<file path="src/rtl/cc_levels_pkg.sv">
// Shared level-sequencing definitions: FSM state encodings and default level limits.
// The level comparator imports the same MAX_LEVEL default so both blocks agree on the final level.
package cc_levels_pkg;

  typedef enum logic [1:0] {
    ST_IDLE  = 2'd0,
    ST_PLAY  = 2'd1,
    ST_PAUSE = 2'd2,
    ST_WIN   = 2'd3
  } level_state_e;

  localparam int DEFAULT_MAX_LEVEL   = 5;
  localparam int DEFAULT_LEVEL_WIDTH = 5;

endpackage

</file>
<file path="src/rtl/cc_edge_detect.sv">
// Rising-edge detector with a configurable reset value for the history flop.
// Resetting the history to 1 suppresses an edge for inputs already active when reset releases.
module cc_edge_detect #(
  parameter logic RESET_PREV = 1'b1
) (
  input  logic clk,
  input  logic srst,
  input  logic sig_in,
  output logic edge_out
);

  logic prev_q;
  logic prev_d;

  always_comb begin
    prev_d = sig_in;
  end

  always_ff @(posedge clk) begin
    if (srst) begin
      prev_q <= RESET_PREV;
    end else begin
      prev_q <= prev_d;
    end
  end

  assign edge_out = sig_in & ~prev_q;

endmodule

</file>
<file path="src/rtl/cc_level_sequencer.sv">
// Game level sequencer: start -> level 1, each level-done edge advances through a fixed pause
// and playfield reload, and completing MAX_LEVEL declares the win until the next start press.
module cc_level_sequencer
  import cc_levels_pkg::*;
#(
  parameter int COUNTER_LEVELS_DATAWIDTH = DEFAULT_LEVEL_WIDTH,
  parameter int MAX_LEVEL                = DEFAULT_MAX_LEVEL,
  parameter int PAUSE_CYCLES             = 25000000
) (
  input  logic                                CC_LEVEL_SEQUENCER_CLOCK_50,
  input  logic                                CC_LEVEL_SEQUENCER_RESET_InHigh,
  input  logic                                CC_LEVEL_SEQUENCER_start_InLow,
  input  logic                                CC_LEVEL_SEQUENCER_levelDone_InHigh,
  output logic [COUNTER_LEVELS_DATAWIDTH-1:0] CC_LEVEL_SEQUENCER_level_Out,
  output logic                                CC_LEVEL_SEQUENCER_levelLoad_OutHigh,
  output logic                                CC_LEVEL_SEQUENCER_pause_OutHigh,
  output logic                                CC_LEVEL_SEQUENCER_win_OutLow
);

  localparam int CW = $clog2(PAUSE_CYCLES + 1);
  localparam int LW = COUNTER_LEVELS_DATAWIDTH;

  logic clk;
  logic srst;
  logic start_press;
  logic done_edge;

  assign clk  = CC_LEVEL_SEQUENCER_CLOCK_50;
  assign srst = CC_LEVEL_SEQUENCER_RESET_InHigh;

  cc_edge_detect #(.RESET_PREV(1'b1)) u_start_edge (
    .clk      (clk),
    .srst     (srst),
    .sig_in   (~CC_LEVEL_SEQUENCER_start_InLow),
    .edge_out (start_press)
  );

  cc_edge_detect #(.RESET_PREV(1'b1)) u_done_edge (
    .clk      (clk),
    .srst     (srst),
    .sig_in   (CC_LEVEL_SEQUENCER_levelDone_InHigh),
    .edge_out (done_edge)
  );

  level_state_e  state_q, state_d;
  logic [LW-1:0] level_q, level_d;
  logic [CW-1:0] cnt_q, cnt_d;
  logic          load_q, load_d;
  logic          pause_q, pause_d;
  logic          win_n_q, win_n_d;

  always_comb begin
    state_d = state_q;
    level_d = level_q;
    cnt_d   = cnt_q;
    load_d  = 1'b0;
    pause_d = pause_q;
    win_n_d = win_n_q;
    unique case (state_q)
      ST_IDLE: begin
        if (start_press) begin
          level_d = LW'(1);
          load_d  = 1'b1;
          state_d = ST_PLAY;
        end
      end
      ST_PLAY: begin
        if (done_edge) begin
          if (level_q < LW'(MAX_LEVEL)) begin
            level_d = level_q + LW'(1);
            cnt_d   = CW'(PAUSE_CYCLES - 1);
            pause_d = 1'b1;
            state_d = ST_PAUSE;
          end else begin
            win_n_d = 1'b0;
            state_d = ST_WIN;
          end
        end
      end
      ST_PAUSE: begin
        // Counter is loaded with PAUSE_CYCLES-1 so the exit cycle is the last pause cycle.
        if (cnt_q == '0) begin
          pause_d = 1'b0;
          load_d  = 1'b1;
          state_d = ST_PLAY;
        end else begin
          cnt_d = cnt_q - CW'(1);
        end
      end
      ST_WIN: begin
        if (start_press) begin
          win_n_d = 1'b1;
          level_d = LW'(1);
          load_d  = 1'b1;
          state_d = ST_PLAY;
        end
      end
      default: state_d = ST_IDLE;
    endcase
  end

  always_ff @(posedge clk) begin
    if (srst) begin
      state_q <= ST_IDLE;
      level_q <= '0;
      cnt_q   <= '0;
      load_q  <= 1'b0;
      pause_q <= 1'b0;
      win_n_q <= 1'b1;
    end else begin
      state_q <= state_d;
      level_q <= level_d;
      cnt_q   <= cnt_d;
      load_q  <= load_d;
      pause_q <= pause_d;
      win_n_q <= win_n_d;
    end
  end

  assign CC_LEVEL_SEQUENCER_level_Out         = level_q;
  assign CC_LEVEL_SEQUENCER_levelLoad_OutHigh = load_q;
  assign CC_LEVEL_SEQUENCER_pause_OutHigh     = pause_q;
  assign CC_LEVEL_SEQUENCER_win_OutLow        = win_n_q;

endmodule
</file>
<file path="config.mk">
export PLATFORM = sky130hd
export DESIGN_NAME = cc_level_sequencer
export DESIGN_NICKNAME = d
export VERILOG_FILES = /design/src/rtl/cc_levels_pkg.sv /design/src/rtl/cc_edge_detect.sv /design/src/rtl/cc_level_sequencer.sv
export SDC_FILE = /design/constraint.sdc
export NUM_CORES = 1
export LEC_CHECK = 0
export ABC_CLOCK_PERIOD_IN_PS = 2170
export BUFFER_PORTS_ARGS = -buffer_cell sky130_fd_sc_hd__buf_2
export CAP_MARGIN = 40
export CORE_MARGIN = 2
export CORE_UTILIZATION = 54
export DETAILED_ROUTE_END_ITERATION = 10
export GPL_TIMING_DRIVEN = 0
export PLACE_DENSITY_LB_ADDON = 0.12
export SLEW_MARGIN = 20
export SYNTH_ARGS = -nofsm -noshare
export SYNTH_HDL_FRONTEND = slang
export SYNTH_HIERARCHICAL = 1
export SYNTH_SLANG_ARGS = --single-unit
</file>
<file path="constraint.sdc">
create_clock -name CC_LEVEL_SEQUENCER_CLOCK_50 -period 2.17 [get_ports CC_LEVEL_SEQUENCER_CLOCK_50]
set_input_delay 0.1085 -clock CC_LEVEL_SEQUENCER_CLOCK_50 [delete_from_list [all_inputs] [get_ports CC_LEVEL_SEQUENCER_CLOCK_50]]
set_output_delay 0.1085 -clock CC_LEVEL_SEQUENCER_CLOCK_50 [all_outputs]
set_load 0.01 [all_outputs]
</file>
==> impl_metrics.csv <==
group,metric,value,unit
status,outcome,"finished clean",
synth,synth.most_common_cell,"dfxtp_1",
min_path,hp-class,"input pin to register",
setup_path,critPathLaunchType,"register",
setup_path,r2r-end,"cnt_q[16]",
min_path,min-delay-start,"CC_LEVEL_SEQUENCER_RESET_InHigh",
synth,synth_commonest_cells,"37 x dfxtp_1, 28 x nor2_1, 13 x a21oi_1",
floorplanning,die_w,65.1,um
setup_path,critPathArrivalTime,2.33,ns
pwr,ir_worst_vdd,0.716,mV
setup_path,slowest_delay,0.41,ns
synth,synthMuxAreaShare,1.49,%
place,gp_congestion,0.833,
global_route,grt_util_met3,6.68,%
synth,yosysTopAreaCell,"dfxtp_1",
setup_path,crit_slowest_cell,"or3_4",
synth,synth.area.top_cells,"dfxtp_1 37%, nor2_1 5.2%, xor2_1 4.3%",
routing,dr.pass1.iters,4,
synth,synth_top_family_by_area,"simple AND/OR/NAND/NOR gates",
global_route,grt_pass1_wl,7550,um
routing,via_per_inst,6.03,
synth,synth_compound_area_share,20.6,%
setup_path,timing_worst_setup_path_type,"register to register",
setup_path,critPathTopFamily,"simple AND/OR/NAND/NOR gates",
floorplanning,core_area,0.00363,mm2
finish,fin_area,0.00235,mm2
routing,wl_per_cell,15.7,um
floorplanning,start_util,55.5,%
place,port-buffer-count,11,
synth,synth_warnings,6,
timing,period_minus_slack,2.11,ns
clock_tree,clock_sinks,37,
clock_tree,cts_root_buf,"clkbuf_8",
timing,min_period_over_period,97.3,%
global_route,overflow,0,
routing,vias,1802,
setup_path,ff2ff_path_depth,7,
timing,tightest_slew,0.574,ns
synth,synthAdderAreaFrac,3.72,%
clock_tree,clock_path_buffers,2,
place,post-place-cells,287,
timing,setup_tns,0,ns
clock_tree,ctsHoldBuffers,0,
global_route,use_met2,37.0,%
synth,synth_cell_type_count,54,
synth,ys_async_sr_fraction,0,%
place,dp_hpwl,3200,um
clock_tree,cts_tree,"built",
routing,drtIter0Drc,148,
finish,stdcell_count,299,
synth,synth-main-ff-cell,"dfxtp_1",
setup_path,worst-path-buf-inv,1,
timing,finalHoldViolations,0,
min_path,hold_depth,2,
synth,netlist_instances,228,
flow_run,maxCapViolCount,0,
setup_path,rr_startpoint,"state_q[0]",
floorplanning,io_pins,12,
finish,antennaDiodeCount,0,
clock_tree,htreeDepth,2,
global_route,met1_usage,31.2,%
floorplanning,die_h,65.1,um
routing,ant_nets,0,
setup_path,path_cells,"inv_1 -> ha_4 -> nor3b_2 -> and4_4 -> or3_4 -> or4_1 -> a31oi_1",
timing,fin_worst_skew,0.00470,ns
routing,drc_errors,0,
synth,ys_seq_elements,37,
floorplanning,rows,22,
clock_tree,cts_made_buffers,5,
clock_tree,clkLatencyLatePin,0.29,ns
finish,drive_gt1_share,21.1,%
synth,postSynthAreaPerCell,8.85,um2
synth,synthesis.area,0.00202,mm2
global_route,grt_max_degree,12,
setup_path,end_kind,"register",
synth,synth_top_cell_area_share,36.7,%
setup_path,critical_path.max_fanout,8,
synth,synth_edf_count,0,
global_route,track_usage,23.5,%
synth,synth-xor-area-share,5.21,%
finish,syn_to_final_growth,16.6,%
setup_path,critPathRequiredTime,2.39,ns
clock_tree,clkTransAtPathRegs,0.08,ns
setup_path,rrSetupSlack,0.06,ns
synth,synth.yosys.seq_area_share,36.7,%
pwr,cellPowerDensity,1380,mW/mm2
timing,whs,0.0114,ns
timing,fmax,473,MHz
pwr,p_leak,0.897,nW
global_route,grt.busiest_layer,"met2",
timing,drv_slew,0,
timing,setup_viol,0,
timing,slew_headroom,61.7,%
floorplanning,dieArea,0.00424,mm2
place,dpl_cell_area,0.00213,mm2
global_route,antenna_found_initial,0,
min_path,hold_end,"u_start_edge/prev_q",
synth,syn-num-nets,238,
finish,nets,260,
synth,synth-simple-area-share,28.6,%
routing,wl,4700,um
global_route,grt_pass1_vias,1610,
## sequential cells by signal, summed over array words and instances (netlist names)
signal,flops
cnt_q,25
CC_LEVEL_SEQUENCER_pause_OutHigh,1
state_q,2
u_done_edge/prev_q,1
CC_LEVEL_SEQUENCER_win_OutLow,1
CC_LEVEL_SEQUENCER_level_Out,5
CC_LEVEL_SEQUENCER_levelLoad_OutHigh,1
u_start_edge/prev_q,1
## layout make-up
type,instances,area (um2)
clock inverter,1,5.00
inverter,10,37.5
multi-input combinational,174,1280
buffer,6,36.3
timing repair buffer,16,92.6
sequential,37,746
tap,48,60.1
fill,338,1280
clock buffer,7,96.3
## power by group
part / leakage, nW / internal [mW] / total, mW / switching, mW
combinational: 0.541 / 0.702 / 1.70 / 0.999
sequential: 0.302 / 0.831 / 1.01 / 0.179
clock: 0.0542 / 0.287 / 0.541 / 0.254
total: 0.897 / 1.82 / 3.25 / 1.43
## cell usage in the layout, fill, tap and decap left out, types with 4 or more instances in the layout
cell type	instances
dfxtp_1	35
nor2_1	28
a21oi_1	13
buf_2	12
inv_1	10
xor2_1	10
nand4_1	8
nor3_1	7
o21ai_0	7
clkbuf_8	7
or4_1	6
a211oi_1	6
nand2_1	5
a31oi_1	5
nor2b_1	5
buf_4	5
nand3_1	4
o31ai_1	4
and3_1	4
## metal layers
metal  vias up  part of all wire [%]
met3         7                   3.0
met5         -                     0
met1       852                    49
met2        34                    47
li1        909                     -
met4         0                   1.0
## metrics by stage
| step | total power [mW] | utilization, % | setup slack, ns |
|---|---|---|---|
| after CTS | 3.01 | 62.1 | -0.00888 |
| final | 3.25 | 64.7 | 0.0579 |
| after detailed placement | 2.46 | 58.7 | -0.123 |
| after global placement | 2.43 | 58.7 | -0.114 |
| after floorplan | 2.14 | - | 0.0836 |
| after global routing | 3.48 | 64.7 | -0.0148 |
## worst max path at each step
stage / startpoint / end / slack (ns) / cells after the start
after floorplan: state_q[0] / cnt_q[16] / 0.08 / 7
after global placement: state_q[0] / cnt_q[16] / -0.11 / 7
after detailed placement: state_q[0] / cnt_q[16] / -0.12 / 7
after CTS: state_q[0] / cnt_q[16] / -0.009 / 7
after global routing: cnt_q[11] / cnt_q[16] / -0.01 / 5
final: state_q[0] / cnt_q[16] / 0.06 / 7
## repair_timing
item	CTS	global route
gates resized for setup	4	15
hold endpoints to repair	0	0
buffers inserted	2	3
setup endpoints to repair	18	16
pin swaps	1	5
## logic make-up (layout without fill, tap and decap cells)
logic type / count (synthesis) / after routing
buffers and inverters: 17 / 40
XOR/XNOR: 12 / 12
flip-flops: 37 / 37
AO/OA/AOI/OAI: 55 / 55
adder cells (fa/ha/maj): 6 / 6
multiplexers: 3 / 3
AND/OR/NAND/NOR: 98 / 98
## worst register-to-register path, stage by stage, from the launching register on
cell and delay, ns:
dfxtp_4 0.38, inv_1 0.07, ha_4 0.20, nor3b_2 0.18, and4_4 0.23, or3_4 0.41, or4_1 0.40, a31oi_1 0.17
Note: power is estimated with default switching activity, not from simulation.
